File: src/rtl/mem_arbiter.sv
`default_nettype none
// ============================================================================
// Module   : mem_arbiter
// Purpose  : Shares one single-port, synchronous-read data RAM between the
//            core load/store path (requester 0) and the loader/DMA port
//            (requester 1). One access is granted per cycle. Read data
//            returns one cycle later with a per-requester valid. Under
//            contention, each owner keeps at most MAX_BURST consecutive
//            grants before the other requester is served.
// Ports    : CLK, RST            clock / asynchronous active-high reset
//            req/we/addr/wdata/wstrb{0,1}   requester payloads (in)
//            gnt{0,1}            access issued this cycle (out)
//            rvalid{0,1}, rdata{0,1}        read return (out)
//            core_stall          core request waiting (out)
//            mem_en/we/addr/wdata/wstrb     RAM port (out)
//            mem_rdata           RAM read data, valid a cycle after a read
// Revision : 1.0  initial release
// ============================================================================
module mem_arbiter #(
  parameter int DW        = 32,
  parameter int AW        = 32,
  parameter int MAX_BURST = 4
) (
  input  logic            CLK,
  input  logic            RST,
  // requester 0 : core
  input  logic            req0,
  input  logic            we0,
  input  logic [AW-1:0]   addr0,
  input  logic [DW-1:0]   wdata0,
  input  logic [DW/8-1:0] wstrb0,
  output logic            gnt0,
  output logic            rvalid0,
  output logic [DW-1:0]   rdata0,
  output logic            core_stall,
  // requester 1 : loader
  input  logic            req1,
  input  logic            we1,
  input  logic [AW-1:0]   addr1,
  input  logic [DW-1:0]   wdata1,
  input  logic [DW/8-1:0] wstrb1,
  output logic            gnt1,
  output logic            rvalid1,
  output logic [DW-1:0]   rdata1,
  // RAM port
  output logic            mem_en,
  output logic            mem_we,
  output logic [AW-1:0]   mem_addr,
  output logic [DW-1:0]   mem_wdata,
  output logic [DW/8-1:0] mem_wstrb,
  input  logic [DW-1:0]   mem_rdata
);

  localparam int CW = $clog2(MAX_BURST) + 1;
  localparam logic [CW-1:0] c_burst_max = CW'(MAX_BURST);
  localparam logic [CW-1:0] c_cnt_one   = CW'(1);

  // state = owner of the last granted access (IDLE when nothing was granted)
  localparam logic [1:0] c_idle = 2'd0;
  localparam logic [1:0] c_own0 = 2'd1;
  localparam logic [1:0] c_own1 = 2'd2;

  logic [1:0]    r_state;
  logic [1:0]    w_state_nxt;
  logic [CW-1:0] r_cnt;
  logic [CW-1:0] w_cnt_nxt;
  logic [1:0]    w_arb;    // raw arbitration result, one-hot {gnt1, gnt0}
  logic [1:0]    w_grant;  // arbitration result with reset masking applied
  logic [1:0]    r_rsel;   // which requester owns the read data returning now

  // --------------------------------------------------------------------------
  // State register
  // --------------------------------------------------------------------------
  always_ff @(posedge CLK or posedge RST) begin
    if (RST) begin
      r_state <= c_idle;
      r_cnt   <= '0;
      r_rsel  <= '0;
    end else begin
      r_state <= w_state_nxt;
      r_cnt   <= w_cnt_nxt;
      r_rsel  <= {w_grant[1] & ~we1, w_grant[0] & ~we0};
    end
  end

  // --------------------------------------------------------------------------
  // Next-state and grant decision
  // cnt counts consecutive contended grants to the current owner; a solo
  // grant leaves it at 0, so a newly contending requester still waits a
  // full MAX_BURST grants. cnt stops at MAX_BURST because the owner changes.
  // --------------------------------------------------------------------------
  always_comb begin
    w_arb       = 2'b00;
    w_state_nxt = c_idle;
    w_cnt_nxt   = '0;
    if (req0 && req1) begin
      case (r_state)
        c_own0: begin
          if (r_cnt < c_burst_max) begin
            w_arb       = 2'b01;
            w_state_nxt = c_own0;
            w_cnt_nxt   = r_cnt + c_cnt_one;
          end else begin
            w_arb       = 2'b10;
            w_state_nxt = c_own1;
            w_cnt_nxt   = c_cnt_one;
          end
        end
        c_own1: begin
          if (r_cnt < c_burst_max) begin
            w_arb       = 2'b10;
            w_state_nxt = c_own1;
            w_cnt_nxt   = r_cnt + c_cnt_one;
          end else begin
            w_arb       = 2'b01;
            w_state_nxt = c_own0;
            w_cnt_nxt   = c_cnt_one;
          end
        end
        default: begin
          // tie from idle: the core wins
          w_arb       = 2'b01;
          w_state_nxt = c_own0;
          w_cnt_nxt   = c_cnt_one;
        end
      endcase
    end else if (req0) begin
      w_arb       = 2'b01;
      w_state_nxt = c_own0;
    end else if (req1) begin
      w_arb       = 2'b10;
      w_state_nxt = c_own1;
    end
  end

  // --------------------------------------------------------------------------
  // Outputs: grants are suppressed while RST is high so that nothing reaches
  // the RAM during reset; a held request is served right after release.
  // --------------------------------------------------------------------------
  always_comb begin
    w_grant    = RST ? 2'b00 : w_arb;
    gnt0       = w_grant[0];
    gnt1       = w_grant[1];
    core_stall = req0 & ~w_grant[0];
    mem_en     = |w_grant;
    mem_we     = 1'b0;
    mem_addr   = '0;
    mem_wdata  = '0;
    mem_wstrb  = '0;
    case (w_grant)
      2'b01: begin
        mem_we    = we0;
        mem_addr  = addr0;
        mem_wdata = wdata0;
        mem_wstrb = wstrb0;
      end
      2'b10: begin
        mem_we    = we1;
        mem_addr  = addr1;
        mem_wdata = wdata1;
        mem_wstrb = wstrb1;
      end
      default: begin
        mem_we    = 1'b0;
      end
    endcase
    rvalid0 = r_rsel[0];
    rvalid1 = r_rsel[1];
    rdata0  = mem_rdata;
    rdata1  = mem_rdata;
  end

endmodule
`default_nettype wire

File: config.mk
export PLATFORM = sky130hd
export DESIGN_NAME = mem_arbiter
export DESIGN_NICKNAME = d
export VERILOG_FILES = /design/src/rtl/mem_arbiter.sv
export SDC_FILE = /design/constraint.sdc
export NUM_CORES = 1
export LEC_CHECK = 0
export CAP_MARGIN = 20
export CORE_AREA = 2 2 123 125
export DETAILED_ROUTE_END_ITERATION = 12
export DIE_AREA = 0 0 125 127
export SYNTH_ARGS = -nofsm -noshare
export SYNTH_HDL_FRONTEND = slang
export SYNTH_SLANG_ARGS = --single-unit
File: constraint.sdc
create_clock -name CLK -period 2.2 [get_ports CLK]
set_clock_uncertainty 0.05 [all_clocks]
set_input_delay 0.22 -clock CLK [delete_from_list [all_inputs] [get_ports CLK]]
set_output_delay 0.22 -clock CLK [all_outputs]
set_load 0.05 [all_outputs]
Word level (Yosys, flattened, before mapping)
Index checks and enable logic that the tools add are counted.
{"block": "op_classes", "addsub": 1, "magnitude_cmp": 1, "eq_ne": 4, "n_mux": 14, "bitwise_logic": 6, "reduce_logical": 3}
{"operator": "$pmux 32 s2", "count": 2}
{"operator": "$mux 2", "count": 6}
{"operator": "$mux 3", "count": 3}
{"operator": "$pmux 4 s2", "count": 1}
{"operator": "$eq 2x1->1 const B", "count": 2}
{"operator": "$eq 2x2->1 const B", "count": 2}
{"operator": "$pmux 2 s2", "count": 1}
{"operator": "$reduce_or 2->1", "count": 2}
{"operator": "$add 3x1->3 const B", "count": 1}
{"operator": "$and 1x1->1", "count": 3}
{"operator": "$lt 3x3->1 const B", "count": 1}
{"operator": "$not 1->1", "count": 3}
{"operator": "$pmux 1 s2", "count": 1}
{"operator": "$logic_and 1x1->1", "count": 1}
{"block": "totals", "register_bits": 7, "input_bits": 174, "output_inout_bits": 139}

Longest topological paths before layout
Gate-level depths: netlist of the first run.
{"block": "depth", "word_depth": 7, "mapped_depth": 10, "ltp_nobuf": 7}

Worst setup path after synthesis of the first run
Ideal clock, no wire load.
{"block": "synth_path", "path_kind": "reg2out", "from": "register r_state[0]", "to": "output port mem_wdata[21]", "t_arrival_ps": 3017, "slack_ps": -1087, "path_stages_with_launch": 11, "path_buffers": 3, "cell_sequence": "dfrtp_1 inv_1 ha_1 nor2b_1 a21oi_1 ha_1 buf_2 buf_6 buf_6 a22oi_1 nor2b_1"}
{"block": "synth_between", "elab_chain_cells": 6, "elab_cells_between_ends": 8, "classes_between": "eq/ne: 4; mux: 4"}
{"element": "start, declared", "line_no": "63", "source": "logic [1:0] r_state;"}
{"element": "start signal, assigned", "line_no": "76", "source": "r_state <= c_idle;"}
{"element": "start signal, assigned", "line_no": "80", "source": "r_state <= w_state_nxt;"}
{"element": "$eq 2x2->1 / $eq 2x1->1 (equally long branches)", "line_no": "97", "source": "case (r_state)"}
{"element": "$pmux 2 s2 (*)", "line_no": "97"}
{"element": "$mux 2 (*)", "line_no": "96", "source": "if (req0 && req1) begin"}
{"element": "$mux 2 (*)", "line_no": "141", "source": "w_grant = RST ? 2'b00 : w_arb;"}
{"element": "named net gnt0", "line_no": "32", "source": "output logic gnt0,"}
{"element": "$eq 2x2->1 / $eq 2x1->1 (equally long branches)", "line_no": "150", "source": "case (w_grant)"}
{"element": "$pmux 32 s2 (*)", "line_no": "150"}
{"element": "end, declared", "line_no": "49", "source": "output logic [DW-1:0] mem_wdata,"}
Mark *: on every way through the listed nets, which the timed path passes. The rest lies on a longest branch.

Final worst setup path of the first run
{"block": "layout_path", "from": "register r_state[0]", "to": "output port mem_wdata[30]"}
{"block": "layout_between", "elab_chain_cells": 6, "elab_cells_between_ends": 8, "classes_between": "eq/ne: 4; mux: 4"}
{"element": "$eq 2x2->1 / $eq 2x1->1 (equally long branches)", "line_no": "97"}
{"element": "$pmux 2 s2 (*)", "line_no": "97"}
{"element": "$mux 2 (*)", "line_no": "96"}
{"element": "$mux 2 (*)", "line_no": "141"}
{"element": "$eq 2x2->1 / $eq 2x1->1 (equally long branches)", "line_no": "150"}
{"element": "$pmux 32 s2 (*)", "line_no": "150"}
Every way passes the cells marked *; elsewhere a longest branch is shown, timed or not.

==> impl_results.md, run 1 <==
- Largest net degree at the start of global routing: 36
- WL final: 11270 microns
- Violations in the final reports: setup timing
- Relative max-transition margin: 0.6565
- CTS H-tree depth: 1
- Clock transition time at the flip-flop clock pins of the worst setup and hold paths: 0.04 ns
- Startpoint Class: flop
- GP Congestion: 0.8120
- Average footprint of a synthesized cell: 7.550 sq um
- Leak pwr: 2.057 nW
- Fmax: 0.3990 GHz
- Worst-case vdd ir drop: 0.0003296 V
- Area of the core: 14420 sq um
- Total negative slack for setup checks: -17.07 ns
- Number of library cell types mapped by synthesis: 22
- Endpoint of the most critical register-to-register path: r_rsel[0]
- Clock tree from TritonCTS: done
- Critical path data required time: 1.93 ns
- Rows: 44
- Master cell of the clock root buffer: clkbuf_16
- Area fraction of the dominant cell type after synthesis: 0.2609
- Count of endpoints failing setup in the final report: 69
- Number of clock sinks seen by CTS: 7
- Number of DRC markers after the initial detailed-route iteration: 61
- Maximum capacitance violations: 0
- Outcome: complete, but fails checks
- RSZ-0062 raised after global routing: true
- Max clock buf depth: 2
- Synthesis Warnings: 0
- Kind of end point of the critical path: primary output
- Residual antenna-violating net count after detailed routing: 0
- Part of the total power dissipated in sequential elements: 0.079
- Arrival time of the worst setup path: 2.24 ns
- Antenna violations before repair: 0
- Hold slack: 0.2575 ns
- Total clock buffers created by CTS: 3
- Hold WC Path Type: input port to asynchronous set/reset pin
- Starting utilization of the core area: 0.1377
- Number of storage elements in the synthesis netlist: 7
- Clock network fraction of design power: 0.176
- Combinational share of power: 0.745
- Number of max-slew violations in the final report: 0
- Antenna diode count: 0
- Start-to-end type of the worst setup path: flop to primary output
- CTS Hold Bufs: 0
- Count of fill cells added during filler insertion: 1344
- Die X-Extent: 125 microns
- Crit share post-route: 1.139
- Synthesized instance count: 263
- Largest driver fanout on the critical path: 8
- Aggregate global-route resource usage: 0.1292
- Area growth from synthesis to final layout: 198.1%
- Via count of the routed design: 2550
- Share of synthesized area occupied by flip-flops and latches: 0.08822
- First-pass GRT wire length: 16500 microns
- I/O Pins: 313
- Final critical path time including I/O delays and setup: 2.506 ns
- Final Worst Setup Slack: -0.3065 ns
- Global-route congestion overflow total: 0
- DR pass1 iterations: 3
- Dominant cells by area after synthesis: a22oi_1, buf_4, nor2b_1, dfrtp_1, ha_1
- Residual DRC count: 0
- Detailed placer's ending HPWL: 8332 microns
- Largest area contributor in the netlist: a22oi_1
- Synth Net Count: 443
- Fraction of power spent switching nets: 0.3611
- Count of buffers inserted at the top-level ports: 216
- Final routed wire length divided by cell count: 18.39 microns
- Slew of the pin with the lowest slew margin: 0.5136 ns
- Number of hold violations in the final report: 0
- Net total in the final layout: 610
- Vias in the first global route: 2950
- Layout cells sized above 1: 0.5478
- Area of the die: 15880 sq um
- Insertion delay to the later sink of the worst-skew pair: 0.23 ns
- Area of the mapped netlist: 1986 sq um
- Crit Reg-Reg Startpoint: r_state[0]
- Minimum setup slack among reg-to-reg paths: 0.83 ns
- Post-detailed-route via-to-cell ratio: 4.160
- Die H: 127 microns
- Total internal power: 1.132 mW
- Areal power density over the cells: 299.2 nW/um^2
- Sw power: 639.6 uW
- Worst R2R Path Depth: 6
[flip-flops by register name, indices dropped and copies added, names as in the netlist]
name / cells
r_cnt: 3
r_state: 2
r_rsel: 2
[power by group through the flow]
stage	Clock (mW)	Sequential [mW]	Combinational, mW
CTS	0.315	0.140	1.31
global placement	0	0.141	1.20
floorplan	0	0.146	0.903
global route	0.324	0.141	1.38
detailed placement	0	0.142	1.21
finish	0.312	0.140	1.32
[what timing repair did]
item | 4_1_cts | 5_1_grt
endpoints found under the setup margin | 69 | 69
gates resized for setup | 41 | 18
cloned | 4 | 4
endpoints found under the hold margin | 0 | 0
buffers inserted | 4 | 1
pin swaps | 4 | 19
[stage by stage]
stage | setup slack, ns | instances | power (mW) | util | area (sq um)
2_1_floorplan | -0.1755 | 263 | 1.049 | - | 2606
4_1_cts | -0.2924 | 617 | 1.764 | 0.4035 | 5821
5_1_grt | -0.4003 | 613 | 1.845 | 0.4104 | 5919
3_5_place_dp | -0.2742 | 605 | 1.350 | 0.3727 | 5375
3_3_place_gp | -0.2308 | 605 | 1.338 | 0.3727 | 5375
6_report | -0.3065 | 613 | 1.771 | 0.4104 | 5919
[cells in the mapped netlist, drive strengths merged]
library cell  count
and3b             1
a21o              2
inv               4
buf              82
nand2             1
clkbuf            6
nor2b            70
a211oi            2
a21boi            2
nor4b             2
a21oi             3
ha                6
dfrtp             7
mux2i             2
nor2              1
nand2b            2
a22oi            69
a22o              1
[cells in the final DEF (no fill, tap or decap), types with 2 or more instances in the layout]
cell	n
inv_2	2
inv_1	2
buf_16	2
nand2b_1	2
buf_8	3
buf_6	4
a21o_1	2
clkbuf_16	7
buf_12	80
mux2i_4	2
nor2b_4	70
dfrtp_1	7
clkdlybuf4s50_1	143
nor4b_1	2
ha_4	4
a21oi_4	2
a211oi_2	2
a22oi_2	42
buf_4	13
a22oi_1	27
[metal layers]
layer | global-route usage | up-vias | routed length [microns]
li1 | - | 1193 | -
met1 | 0.1342 | 1213 | 3943
met2 | 0.2580 | 104 | 6347
met3 | 0.02052 | 40 | 625
met4 | 0.05033 | 0 | 354
met5 | 0 | - | 0
[cell families (layout without fill, tap and decap cells)]
kind of cell / after synthesis / count (layout) / synth area share
fa+ha+maj: 6 / 6 / 0.03781
flops: 7 / 7 / 0.08822
compound gates: 79 / 79 / 0.3006
buf+inv: 92 / 258 / 0.3195
simple gates: 77 / 77 / 0.2439
mux: 2 / 2 / 0.01008
[critical path, cell delays in order (launching register included)]
cell and delay (ns):
dfrtp_1 0.40, inv_2 0.06, ha_4 0.28, nor2b_4 0.04, buf_6 0.11, a21oi_4 0.17
ha_4 0.26, clkbuf_16 0.20, buf_6 0.11, a22oi_2 0.08, nor2b_4 0.14, buf_12 0.14
[how the worst max path moves through the flow]
| stage | start | end |
|---|---|---|
| after floorplan | r_state[0] | mem_wdata[21] |
| after global placement | RST | mem_wdata[7] |
| after detailed placement | RST | mem_wdata[7] |
| after CTS | r_state[0] | mem_addr[14] |
| after global routing | r_state[0] | mem_wdata[30] |
| final | r_state[0] | mem_wdata[30] |
[final cells by class]
class                      instances  area [sq um]  share of cell area
clock buffer                       4         78.83             0.01332
multi-input combinational        164          2012              0.3399
timing repair buffer             250          3408              0.5758
tap                              184         230.2             0.03889
sequential                         7         175.2             0.02959
inverter                           4         15.01            0.002536
No activity file was read; power rests on OpenSTA's default activity.
==> run 2: changes to the inputs <==
GPL_TIMING_DRIVEN = 0   (was unset)
==> impl_results.md, run 2 (synthesis results as in run 1) <==
- Register with the most flip-flops: r_cnt
- Start-to-end type of the worst setup path: flop to primary output
- Number of clock sinks seen by CTS: 7
- CTS Hold Bufs: 0
- Count of endpoints failing setup in the final report: 69
- First-pass GRT wire length: 18440 microns
- RSZ-0062 raised after global routing: true
- Hold WC Path Type: input port to asynchronous set/reset pin
- Detailed placer's ending HPWL: 9675 microns
- I/O Pins: 313
- Final critical path time including I/O delays and setup: 2.525 ns
- Antenna diode count: 0
- Count of fill cells added during filler insertion: 1302
- Worst-case vdd ir drop: 0.0002072 V
- Relative max-transition margin: 0.6497
- Part of the total power dissipated in sequential elements: 0.063
- Largest net degree at the start of global routing: 11
- Finished Layout Cells: 758
- Insertion delay to the later sink of the worst-skew pair: 0.23 ns
- Slew of the pin with the lowest slew margin: 0.5238 ns
- Fmax: 0.3961 GHz
- Fraction of power spent switching nets: 0.4106
- Total internal power: 1.311 mW
- Areal power density over the cells: 328.0 nW/um^2
- Combinational share of power: 0.798
- WL final: 12320 microns
- Maximum capacitance violations: 0
- Largest driver fanout on the critical path: 7
- Critical path data required time: 1.93 ns
- Sw power: 913.4 uW
- GP Congestion: 0.8305
- Area of the core: 14420 sq um
- Startpoint Class: flop
- Area growth from synthesis to final layout: 241.5%
- Commonest cells after routing, fill and taps aside: clkdlybuf4s50_1, buf_4, nor2b_4
- Kind of end point of the critical path: primary output
- CTS H-tree depth: 1
- Outcome: complete, but fails checks
- Final routed wire length divided by cell count: 16.25 microns
- Die X-Extent: 125 microns
- Clock tree from TritonCTS: done
- Total negative slack for setup checks: -19.68 ns
- Master cell of the clock root buffer: clkbuf_16
- Number of DRC markers after the initial detailed-route iteration: 32
- Rows: 44
- Via count of the routed design: 3133
- Leak pwr: 2.610 nW
- Largest registers: r_cnt (3), r_rsel (2), r_state (2)
- Final Worst Setup Slack: -0.3249 ns
- Number of max-slew violations in the final report: 0
- Die H: 127 microns
- Net total in the final layout: 755
- Number of hold violations in the final report: 0
- Residual DRC count: 0
- Largest register FFs: 3
- Final total power: 2.224 mW
- Clock network fraction of design power: 0.139
- Crit share post-route: 1.148
- Layout cells sized above 1: 0.5836
- Arrival time of the worst setup path: 2.25 ns
- Starting utilization of the core area: 0.1377
- Hold slack: 0.2668 ns
- Violations in the final reports: setup timing
- Vias in the first global route: 3533
- Global-route congestion overflow total: 0
- Count of buffers inserted at the top-level ports: 279
- Post-detailed-route via-to-cell ratio: 4.133
- Residual antenna-violating net count after detailed routing: 0
- Antenna violations before repair: 0
- Worst R2R Path Depth: 6
- Area of the die: 15880 sq um
- Design area: 6782 sq um
- DR pass1 iterations: 4
- Aggregate global-route resource usage: 0.1426
- DP Cell Count: 726
- Max clock buf depth: 2
- Placed standard-cell area: 5629 sq um
- Most common cell after layout, fill and taps aside: clkdlybuf4s50_1
- Total clock buffers created by CTS: 3
- Clock transition time at the flip-flop clock pins of the worst setup and hold paths: 0.04 ns
==> run 2: per-layer routing <==
metal,vias to the layer above,share of wire,track usage
met5,-,0,0
met4,0,0.017,0.02810
met3,19,0.074,0.03308
met2,173,0.58,0.2986
met1,1456,0.33,0.1412
li1,1485,-,-
==> run 2: final timing paths <==
check                           start             to  slack [ns]
min reg2reg                  r_cnt[0]       r_cnt[0]        0.39
min in group CLK                 req0      r_rsel[1]        0.31
min                               RST       r_cnt[1]        0.27
max reg2reg                r_state[1]      r_rsel[1]        0.85
max                        r_state[0]  mem_wdata[29]       -0.32
max in group asynchronous         RST       r_cnt[2]        1.58
==> run 2: per-stage QoR <==
| stage | setup slack [ns] | util |
|---|---|---|
| after floorplan | -0.1755 | - |
| after global placement | -1.260 | 0.3903 |
| after detailed placement | -1.291 | 0.3903 |
| after CTS | -0.3636 | 0.4628 |
| after global routing | -0.4005 | 0.4702 |
| final | -0.3249 | 0.4702 |
==> run 2: cell type report <==
type	count	area, sq um	area share
buffer	87	838.3	0.1236
clock buffer	4	78.83	0.01162
inverter	4	15.01	0.002214
multi-input combinational	164	2105	0.3103
sequential	7	176.4	0.02601
tap	184	230.2	0.03395
timing repair buffer	308	3338	0.4923
==> run 2: what timing repair did <==
item	4_1_cts	5_1_grt
setup endpoints to repair	73	71
hold endpoints to repair	0	0
setup buffers	18	2
pin swaps	14	9
gates cloned	9	1
resized for setup	608	38
==> run 2: critical path, cell delays in order (launching register included) <==
cell and delay, ns:
dfrtp_1 0.40, inv_2 0.06, ha_4 0.28, nor2b_4 0.05
a21o_1 0.18, ha_2 0.21, buf_12 0.15, buf_12 0.14
buf_12 0.13, a22oi_2 0.20, nor2b_4 0.07, buf_8 0.15
==> run 2: power groups by stage <==
| stage | clock network, mW | logic (mW) | registers, mW |
|---|---|---|---|
| after floorplan | 0 | 0.903 | 0.146 |
| after global placement | 0 | 1.44 | 0.141 |
| after detailed placement | 0 | 1.45 | 0.142 |
| after CTS | 0.315 | 1.76 | 0.140 |
| after global routing | 0.325 | 1.85 | 0.141 |
| final | 0.310 | 1.77 | 0.140 |
